## src/rtl/div_iter_pkg.sv

```systemverilog
// Shared names for the iterative divider and the EX stage that drives it.
// State encodings, handshake levels and the legacy zero word live here so
// both sides of the interface agree on them.
package div_iter_pkg;

    // Divider control states; DivFree is the idle state.
    typedef enum logic [1:0] {
        DivFree   = 2'b00,
        DivByZero = 2'b01,
        DivOn     = 2'b10,
        DivEnd    = 2'b11
    } div_state_e;

    // Request levels on start_i.
    localparam logic DivStart = 1'b1;
    localparam logic DivStop  = 1'b0;

    // Levels on ready_o.
    localparam logic DivResultReady    = 1'b1;
    localparam logic DivResultNotReady = 1'b0;

    // Legacy 32-bit zero constant still used by the EX stage.
    localparam logic [31:0] ZeroWord = 32'h0000_0000;

endpackage

```

## src/rtl/div_lzc.sv

```systemverilog
// Parametrised leading-zero counter. Returns DATA_W for an all-zero input.
// Only instantiated by div_iter when DIV_EARLY_OUT_EN is defined.
module div_lzc #(
    parameter int unsigned DATA_W = 32,
    localparam int unsigned CNT_W = $clog2(DATA_W) + 1
) (
    input  logic [DATA_W-1:0] data_i,
    output logic [CNT_W-1:0]  cnt_o
);

    // Scan upward so the highest set bit writes last and wins.
    always_comb begin
        cnt_o = CNT_W'(DATA_W);
        for (int unsigned i = 0; i < DATA_W; i++) begin
            if (data_i[i]) begin
                cnt_o = CNT_W'(DATA_W - 1 - i);
            end
        end
    end

endmodule

```

## src/rtl/div_iter.sv

```systemverilog
// Iterative radix-2 restoring divider, one quotient bit per cycle.
// result_o = {remainder, quotient}; signed mode truncates toward zero and the
// remainder takes the dividend's sign. DATA_W must be even and >= 4.
// Optional feature: define DIV_EARLY_OUT_EN to skip the dividend's leading
// zeros at acceptance (results are identical, latency shrinks).
module div_iter
    import div_iter_pkg::*;
#(
    parameter int unsigned DATA_W = 32
) (
    input  logic                clk,
    input  logic                rst,
    input  logic                start_i,
    input  logic                annul_i,
    input  logic                signed_i,
    input  logic [DATA_W-1:0]   opdata1_i,
    input  logic [DATA_W-1:0]   opdata2_i,
    output logic [2*DATA_W-1:0] result_o,
    output logic                ready_o,
    output logic                busy_o,
    output logic                div_zero_o
);

    localparam int unsigned CNT_W = $clog2(DATA_W) + 1;
    localparam logic [CNT_W-1:0] LastCnt = CNT_W'(DATA_W - 1);

    div_state_e state_q, state_d;

    logic [DATA_W-1:0]   rem_q, rem_d;
    logic [DATA_W-1:0]   quo_q, quo_d;
    logic [DATA_W-1:0]   dvs_q, dvs_d;
    logic [CNT_W-1:0]    cnt_q, cnt_d;
    logic                neg_quo_q, neg_quo_d;
    logic                neg_rem_q, neg_rem_d;
    logic [2*DATA_W-1:0] result_q, result_d;
    logic                div_zero_q, div_zero_d;

    logic [DATA_W-1:0] abs_dvd, abs_dvs;
    logic [DATA_W-1:0] dvd_init;
    logic [CNT_W-1:0]  cnt_init;

    logic [DATA_W:0]   rem_shift, trial;
    logic [DATA_W-1:0] step_rem, step_quo;
    logic [DATA_W-1:0] fin_rem, fin_quo;

    // Operand magnitudes; two's-complement negate only for signed negative inputs.
    always_comb begin
        abs_dvd = (signed_i && opdata1_i[DATA_W-1]) ? -opdata1_i : opdata1_i;
        abs_dvs = (signed_i && opdata2_i[DATA_W-1]) ? -opdata2_i : opdata2_i;
    end

`ifdef DIV_EARLY_OUT_EN
    logic [CNT_W-1:0] lz_raw, lz_eff;

    div_lzc #(
        .DATA_W (DATA_W)
    ) u_lzc (
        .data_i (abs_dvd),
        .cnt_o  (lz_raw)
    );

    // Cap the skip so a zero dividend still runs one step.
    assign lz_eff   = (lz_raw == CNT_W'(DATA_W)) ? LastCnt : lz_raw;
    assign dvd_init = abs_dvd << lz_eff;
    assign cnt_init = lz_eff;
`else
    assign dvd_init = abs_dvd;
    assign cnt_init = '0;
`endif

    // One restoring step: shift {rem,quo} left, keep the difference if no borrow.
    always_comb begin
        rem_shift = {rem_q, quo_q[DATA_W-1]};
        trial     = rem_shift - {1'b0, dvs_q};
        step_rem  = trial[DATA_W] ? rem_shift[DATA_W-1:0] : trial[DATA_W-1:0];
        step_quo  = {quo_q[DATA_W-2:0], ~trial[DATA_W]};
        fin_quo   = neg_quo_q ? -step_quo : step_quo;
        fin_rem   = neg_rem_q ? -step_rem : step_rem;
    end

    // Next-state and datapath control.
    always_comb begin
        state_d    = state_q;
        rem_d      = rem_q;
        quo_d      = quo_q;
        dvs_d      = dvs_q;
        cnt_d      = cnt_q;
        neg_quo_d  = neg_quo_q;
        neg_rem_d  = neg_rem_q;
        result_d   = result_q;
        div_zero_d = div_zero_q;

        unique case (state_q)
            DivFree: begin
                if (start_i == DivStart && !annul_i) begin
                    div_zero_d = 1'b0;
                    if (opdata2_i == '0) begin
                        state_d = DivByZero;
                    end else begin
                        state_d   = DivOn;
                        rem_d     = '0;
                        quo_d     = dvd_init;
                        dvs_d     = abs_dvs;
                        cnt_d     = cnt_init;
                        neg_quo_d = signed_i & (opdata1_i[DATA_W-1] ^ opdata2_i[DATA_W-1]);
                        neg_rem_d = signed_i & opdata1_i[DATA_W-1];
                    end
                end
            end
            DivByZero: begin
                result_d = '0;
                if (annul_i) begin
                    state_d    = DivFree;
                    div_zero_d = 1'b0;
                end else begin
                    state_d    = DivEnd;
                    div_zero_d = 1'b1;
                end
            end
            DivOn: begin
                if (annul_i) begin
                    state_d    = DivFree;
                    result_d   = '0;
                    div_zero_d = 1'b0;
                end else begin
                    rem_d = step_rem;
                    quo_d = step_quo;
                    cnt_d = cnt_q + CNT_W'(1);
                    if (cnt_q == LastCnt) begin
                        state_d  = DivEnd;
                        result_d = {fin_rem, fin_quo};
                    end
                end
            end
            DivEnd: begin
                if (annul_i) begin
                    state_d    = DivFree;
                    result_d   = '0;
                    div_zero_d = 1'b0;
                end else if (start_i == DivStop) begin
                    state_d = DivFree;
                end
            end
            default: state_d = DivFree;
        endcase
    end

    // State and datapath registers, asynchronously cleared.
    always_ff @(posedge clk or posedge rst) begin
        if (rst) begin
            state_q    <= DivFree;
            rem_q      <= '0;
            quo_q      <= '0;
            dvs_q      <= '0;
            cnt_q      <= '0;
            neg_quo_q  <= 1'b0;
            neg_rem_q  <= 1'b0;
            result_q   <= '0;
            div_zero_q <= 1'b0;
        end else begin
            state_q    <= state_d;
            rem_q      <= rem_d;
            quo_q      <= quo_d;
            dvs_q      <= dvs_d;
            cnt_q      <= cnt_d;
            neg_quo_q  <= neg_quo_d;
            neg_rem_q  <= neg_rem_d;
            result_q   <= result_d;
            div_zero_q <= div_zero_d;
        end
    end

    // Outputs decoded straight from registered state.
    always_comb begin
        ready_o    = (state_q == DivEnd) ? DivResultReady : DivResultNotReady;
        busy_o     = (state_q == DivOn) || (state_q == DivByZero);
        result_o   = result_q;
        div_zero_o = div_zero_q;
    end

endmodule

```

## config.mk

```make
export PLATFORM = sky130hd
export DESIGN_NAME = div_iter
export DESIGN_NICKNAME = d
export VERILOG_FILES = /design/src/rtl/div_iter_pkg.sv /design/src/rtl/div_lzc.sv /design/src/rtl/div_iter.sv
export SDC_FILE = /design/constraint.sdc
export NUM_CORES = 1
export LEC_CHECK = 0
export ABC_AREA = 1
export BUFFER_PORTS_ARGS = -buffer_cell sky130_fd_sc_hd__buf_2
export CORE_ASPECT_RATIO = 0.75
export CORE_UTILIZATION = 55
export CTS_BUF_LIST = sky130_fd_sc_hd__clkbuf_4 sky130_fd_sc_hd__clkbuf_8
export DETAILED_ROUTE_END_ITERATION = 16
export PLACE_DENSITY_LB_ADDON = 0.05
export SLEW_MARGIN = 0
export SYNTH_ARGS = -nofsm -noshare
export SYNTH_HDL_FRONTEND = slang
export SYNTH_SLANG_ARGS = --single-unit
```

## constraint.sdc

```tcl
create_clock -name clk -period 7.6 [get_ports clk]
set_input_delay 1.52 -clock clk [delete_from_list [all_inputs] [get_ports clk]]
set_output_delay 1.52 -clock clk [all_outputs]
set_load 0.05 [all_outputs]
```

After elaboration in Yosys (flattened, before gate mapping)
Cells that the tools add are included.
{"block": "op_classes", "addsub": 6, "eq_ne": 11, "mux": 34, "n_bitwise": 5, "reduce_logical": 15}
{"operator": "$mux W32", "count": 11}
{"operator": "$mux W64", "count": 3}
{"operator": "$pmux W64 S3", "count": 1}
{"operator": "$neg A32 Y32", "count": 4}
{"operator": "$pmux W32 S2", "count": 2}
{"operator": "$sub A33 B32 Y33", "count": 1}
{"operator": "$logic_not A32 Y1", "count": 1}
{"operator": "$mux W6", "count": 3}
{"operator": "$mux W2", "count": 7}
{"operator": "$pmux W6 S2", "count": 1}
{"operator": "$reduce_and A3 Y1", "count": 3}
{"operator": "$ne A2 B2 Y1 const B", "count": 4}
{"operator": "$pmux W2 S4", "count": 1}
{"operator": "$add A6 B1 Y6 const B", "count": 1}
{"operator": "$eq A6 B5 Y1 const B", "count": 1}
{"operator": "$ne A3 B3 Y1 const B", "count": 2}
{"operator": "$eq A2 B2 Y1 const B", "count": 2}
{"operator": "$mux W1", "count": 4}
{"operator": "$reduce_and A4 Y1", "count": 1}
{"operator": "$logic_and A1 B1 Y1", "count": 3}
{"operator": "$pmux W1 S3", "count": 1}
{"operator": "$reduce_bool A3 Y1", "count": 1}
{"operator": "$and A1 B1 Y1", "count": 2}
{"operator": "$eq A2 B1 Y1 const B", "count": 1}
{"operator": "other kinds (9)", "count": 10}
{"block": "totals", "register_bits": 171, "in_bits": 69}

Depth between registers and ports, before layout
{"block": "logic_depth", "ltp_word": 7, "mapped_depth": 32, "ltp_nobuf": 30}

Worst setup path before layout
OpenSTA, ideal clock, no wires.
{"block": "synth_timing", "path_type": "input to register", "startpoint": "input opdata2_i[1]", "endpoint": "register cnt_q[0]", "setup_ps": 119, "t_arrival_ps": 3574, "required_time_ps": 7481, "setup_slack_ps": 3907, "cell_stages": 17, "cell_sequence": "inv_1 > ha_1 > nand2_1 > nor2_1 > nand2_1 > nor3_2 > nand3_1 > nor3b_2 > nand2_1 > o31ai_2 > nor2_1 > buf_4 > nand2_2 > nand2_2 > buf_6 > buf_6 > o21a_1"}
{"block": "synth_between", "elab_chain_cells": 3}
{"element": "from (decl)", "line_no": "div_iter.sv:17", "rtl": "input logic [DATA_W-1:0] opdata2_i,"}
{"element": "$logic_not A32 Y1", "line_no": "div_iter.sv:97", "rtl": "if (opdata2_i == '0) begin"}
{"element": "$ne A2 B2 Y1 (no line)"}
{"element": "$reduce_and A4 Y1 (no line)"}
{"element": "to (signal assigned)", "line_no": "div_iter.sv:165", "rtl": "cnt_q <= cnt_d;"}
{"element": "to (decl)", "line_no": "div_iter.sv:32", "rtl": "logic [CNT_W-1:0] cnt_q, cnt_d;"}
No other way between the ends.
A chain may end at the register's enable or synchronous reset.

Worst setup path after layout
{"block": "layout_timing", "startpoint": "register dvs_q[24]", "endpoint": "register result_q[26], in the netlist result_o[26]"}
{"block": "layout_between", "elab_chain_cells": 7}
{"element": "from (decl)", "line_no": "div_iter.sv:31", "rtl": "logic [DATA_W-1:0] dvs_q, dvs_d;"}
{"element": "from (signal assigned)", "line_no": "div_iter.sv:164", "rtl": "dvs_q <= dvs_d;"}
{"element": "$sub A33 B32 Y33", "line_no": "div_iter.sv:74", "rtl": "trial = rem_shift - {1'b0, dvs_q};"}
{"element": "$not A1 Y1", "line_no": "div_iter.sv:76", "rtl": "step_quo = {quo_q[DATA_W-2:0], ~trial[DATA_W]};"}
{"element": "$neg A32 Y32", "line_no": "div_iter.sv:77", "rtl": "fin_quo = neg_quo_q ? -step_quo : step_quo;"}
{"element": "$mux W32", "line_no": "div_iter.sv:77"}
{"element": "$mux W64", "line_no": "div_iter.sv:129", "rtl": "if (cnt_q == LastCnt) begin"}
{"element": "$mux W64", "line_no": "div_iter.sv:121", "rtl": "if (annul_i) begin"}
{"element": "$pmux W64 S3", "line_no": "div_iter.sv:93", "rtl": "unique case (state_q)"}
{"element": "to (signal assigned)", "line_no": "div_iter.sv:168", "rtl": "result_q <= result_d;"}
{"element": "to (decl)", "line_no": "div_iter.sv:35", "rtl": "logic [2*DATA_W-1:0] result_q, result_d;"}
No other way between the ends. The select of a mux whose other input is x is not followed.

==> impl_results.md <==
* Status: finished, final reports clean
* Antenna cells at 0
* GP Congestion at 0.992
* Area after DPL at 14,200 um2
* Synth top area share at 32.0%
* Drc violations at 0
* Core footprint at 23,900 um2
* R2r setup slk at 2.89 ns
* Mapped Cells at 2,087
* R2r worst-path depth at 23
* Yosys reg bits at 171
* Slowest cell on crit path: nand2_4
* Post-DRT Antenna Nets at 0
* Reg2Reg Launch Point: dvs_q[24]
* Number of global-route vias before repair at 12,200
* Setup-violating endpoint count in the final report at 0
* Slew at the pin with the worst max-slew slack at 1.02 ns
* Die Y at 137 um
* Ports at 136
* Layout cells sized above 1 at 10.8%
* Dpl hpwl at 32.6 mm
* Largest net degree at the start of global routing at 106
* CTS tree: done
* Post-synth EDFFs at 0
* CP endpoint kind: flop
* Crit. Startpoint: dvs_q[24]
* CP endpoint: result_o[26]
* CP Max Fanout at 39
* Count leader, synth: nand2_1
* Clock Tree Buf Depth at 2
* Final Hold Fails at 0
* Max-Cap Viols at 0
* Minimum clock period at 4.71 ns
* Die area at 25,000 um2
* Worst EP required at 7.96 ns
* Initial Util at 56.0%
* Setup TNS at 0 ns
* Syn nets at 2,198
* Routed WL at 42.0 mm
* Avg Cell Area, Syn at 6.41 um2
* Hold WC Path Type: flop to flop
* Main flop type after synthesis: dfrtp_1
* Worst slew margin at 32.1%
* Worst Skew at 0.0243 ns
* Post-synth cell types at 53
* CP max stage delay at 0.49 ns
* First-pass GRT wire length at 66.3 mm
* Unrepaired setup endpoints after global routing: false
* Vias at 13,800
* Via density at 5.53
* Slew Limit Fails at 0
* First-pass iteration count of the detailed router at 6
* Setup WS post-layout at 2.89 ns
* Clk root buf: clkbuf_8
* Asr flop ratio synth at 100%
* Overall routing resource usage at 34.4%
* PostCTS Resize Cnt at 0
* Final period util at 61.9%
* R2r endpoint: result_o[26]
* CTS H-tree lvls at 4
* Pre-CTS setup slack at 2.64 ns
* Port bufs at 135
* Fillers at 2,353
* Layout net count at 2,297
* Skew-Pair Late Insertion Delay at 0.50 ns
* Clock slew at reported path FFs at 0.10 ns
* Area growth syn-to-layout at 9.01%
* Mapped Area at 13,400 um2
* GR Layer Usage met2 at 46.3%
* Die W at 182 um
* Critical Path AT at 5.07 ns
* Cell accounting for the most synthesized area: dfrtp_1
* GRT overflow at 0
* Cts hold-fix bufs at 0
* CTS buffer count at 17
* Initial DRC count at 1,545
* Fmax at 0.212 GHz
* WL/cell at 16.8 um
* Antenna violations before repair at 0
* Area contributors post-synth: dfrtp_1 32%, nand2_1 20%, inv_1 8.0%
* Met1 Usage GRT at 55.3%
* Critical path class: flop to flop
* Worst-path cell chain: inv_1, ha_1, nand2_1, nor2_2, nand2_1, inv_1, a21oi_4, nand3_2, nand2_4, ha_1, nand4_1, inv_1, nand4_1, nor2_1, nand3_1, inv_1, nand4_1, nor2_1, nand3_1, nor2_1, nor2_1, o21ai_0, o21ai_0
* Sink Count at 171
* Crit path launch type: flop
* Ys Warns at 0
* Cell area after layout at 14,600 um2
* M3 GR Usage at 7.53%
* FP Rows at 49
* Synth top cells by count: 729 x nand2_1, 286 x inv_1, 183 x nor2_1
* GRT busiest layer: met1
* Postcts setup bufs at 0
* Post-synthesis sequential area ratio at 32.0%
==> state kept, by name (all words and copies together), names as in the netlist <==
register / cells
result_o: 64
dvs_q: 32
quo_q: 32
rem_q: 32
cnt_q: 6
state_q: 2
div_zero_o: 1
neg_quo_q: 1
neg_rem_q: 1
==> stage by stage <==
step / hold WS (ns) / util, % / std cells
floorplan: 0.453 / - / 2087
global placement: 0.459 / 59.3 / 2473
detailed placement: 0.462 / 59.3 / 2473
CTS: 0.489 / 61.0 / 2505
global route: 0.510 / 61.0 / 2505
finish: 0.484 / 61.0 / 2505
==> per-layer routing <==
layer | routed length (um) | up-vias
met1 | 21100 | 6358
li1 | - | 6824
met3 | 4340 | 27
met4 | 344 | 0
met5 | 0 | -
met2 | 16200 | 640
==> worst min path at each step <==
stage	from	endpoint	slack (ns)	cells past startpoint
3_3_place_gp	result_o[61]	result_o[61]	0.46	2
4_1_cts	result_o[61]	result_o[61]	0.49	2
6_report	result_o[9]	result_o[9]	0.48	2
5_1_grt	result_o[53]	result_o[53]	0.51	2
3_5_place_dp	result_o[61]	result_o[61]	0.46	2
2_1_floorplan	dvs_q[10]	dvs_q[10]	0.45	2
==> cell usage in the layout (no fill, tap or decap), types with 3 or more instances in the layout <==
master / instances
nand4_1: 20
o21ai_0: 125
ha_1: 41
o21a_1: 3
inv_2: 8
o22ai_1: 26
nand3_1: 134
a22oi_1: 3
o21ai_1: 36
xnor2_1: 19
a22o_1: 5
nand2_2: 20
xor2_1: 57
o221ai_1: 4
o31ai_1: 7
inv_1: 285
nand2_4: 6
or2_2: 5
nor2_1: 182
buf_4: 9
nand3b_1: 9
nor2_2: 7
clkbuf_8: 17
dfrtp_1: 171
a21oi_1: 45
nand3_2: 4
o211ai_1: 21
nand2_1: 729
buf_2: 135
inv_6: 10
nor3_1: 20
==> logic make-up after synthesis <==
logic type	Yosys count	share of synthesized area, %
buf+inv	359	10.8
simple gates	1148	35.7
xor+xnor	76	4.97
fa+ha+maj	42	3.98
compound gates	291	12.6
flops	171	32.0
==> cell type report <==
class	count	area [um2]	area share (%)
flip-flops and latches	171	4280	29.3
multi-input cells	1557	7670	52.5
repair buffers	144	743	5.09
clock inverters	14	168	1.15
clock buffers	18	241	1.65
well taps	306	383	2.62
inverters	295	1110	7.62
==> critical path, delay by kind of cell, from the launching register on <==
kind,cells,cell delay [ns]
AND/OR/NAND/NOR,14,2.40
flip-flops,1,0.39
AO/OA/AOI/OAI,3,0.59
buffers and inverters,4,0.55
adder cells (fa/ha/maj),2,0.62
Power is left out: the tool's default activity adds up to more than one toggle a clock period on the data nets, which glitch-free logic cannot reach.
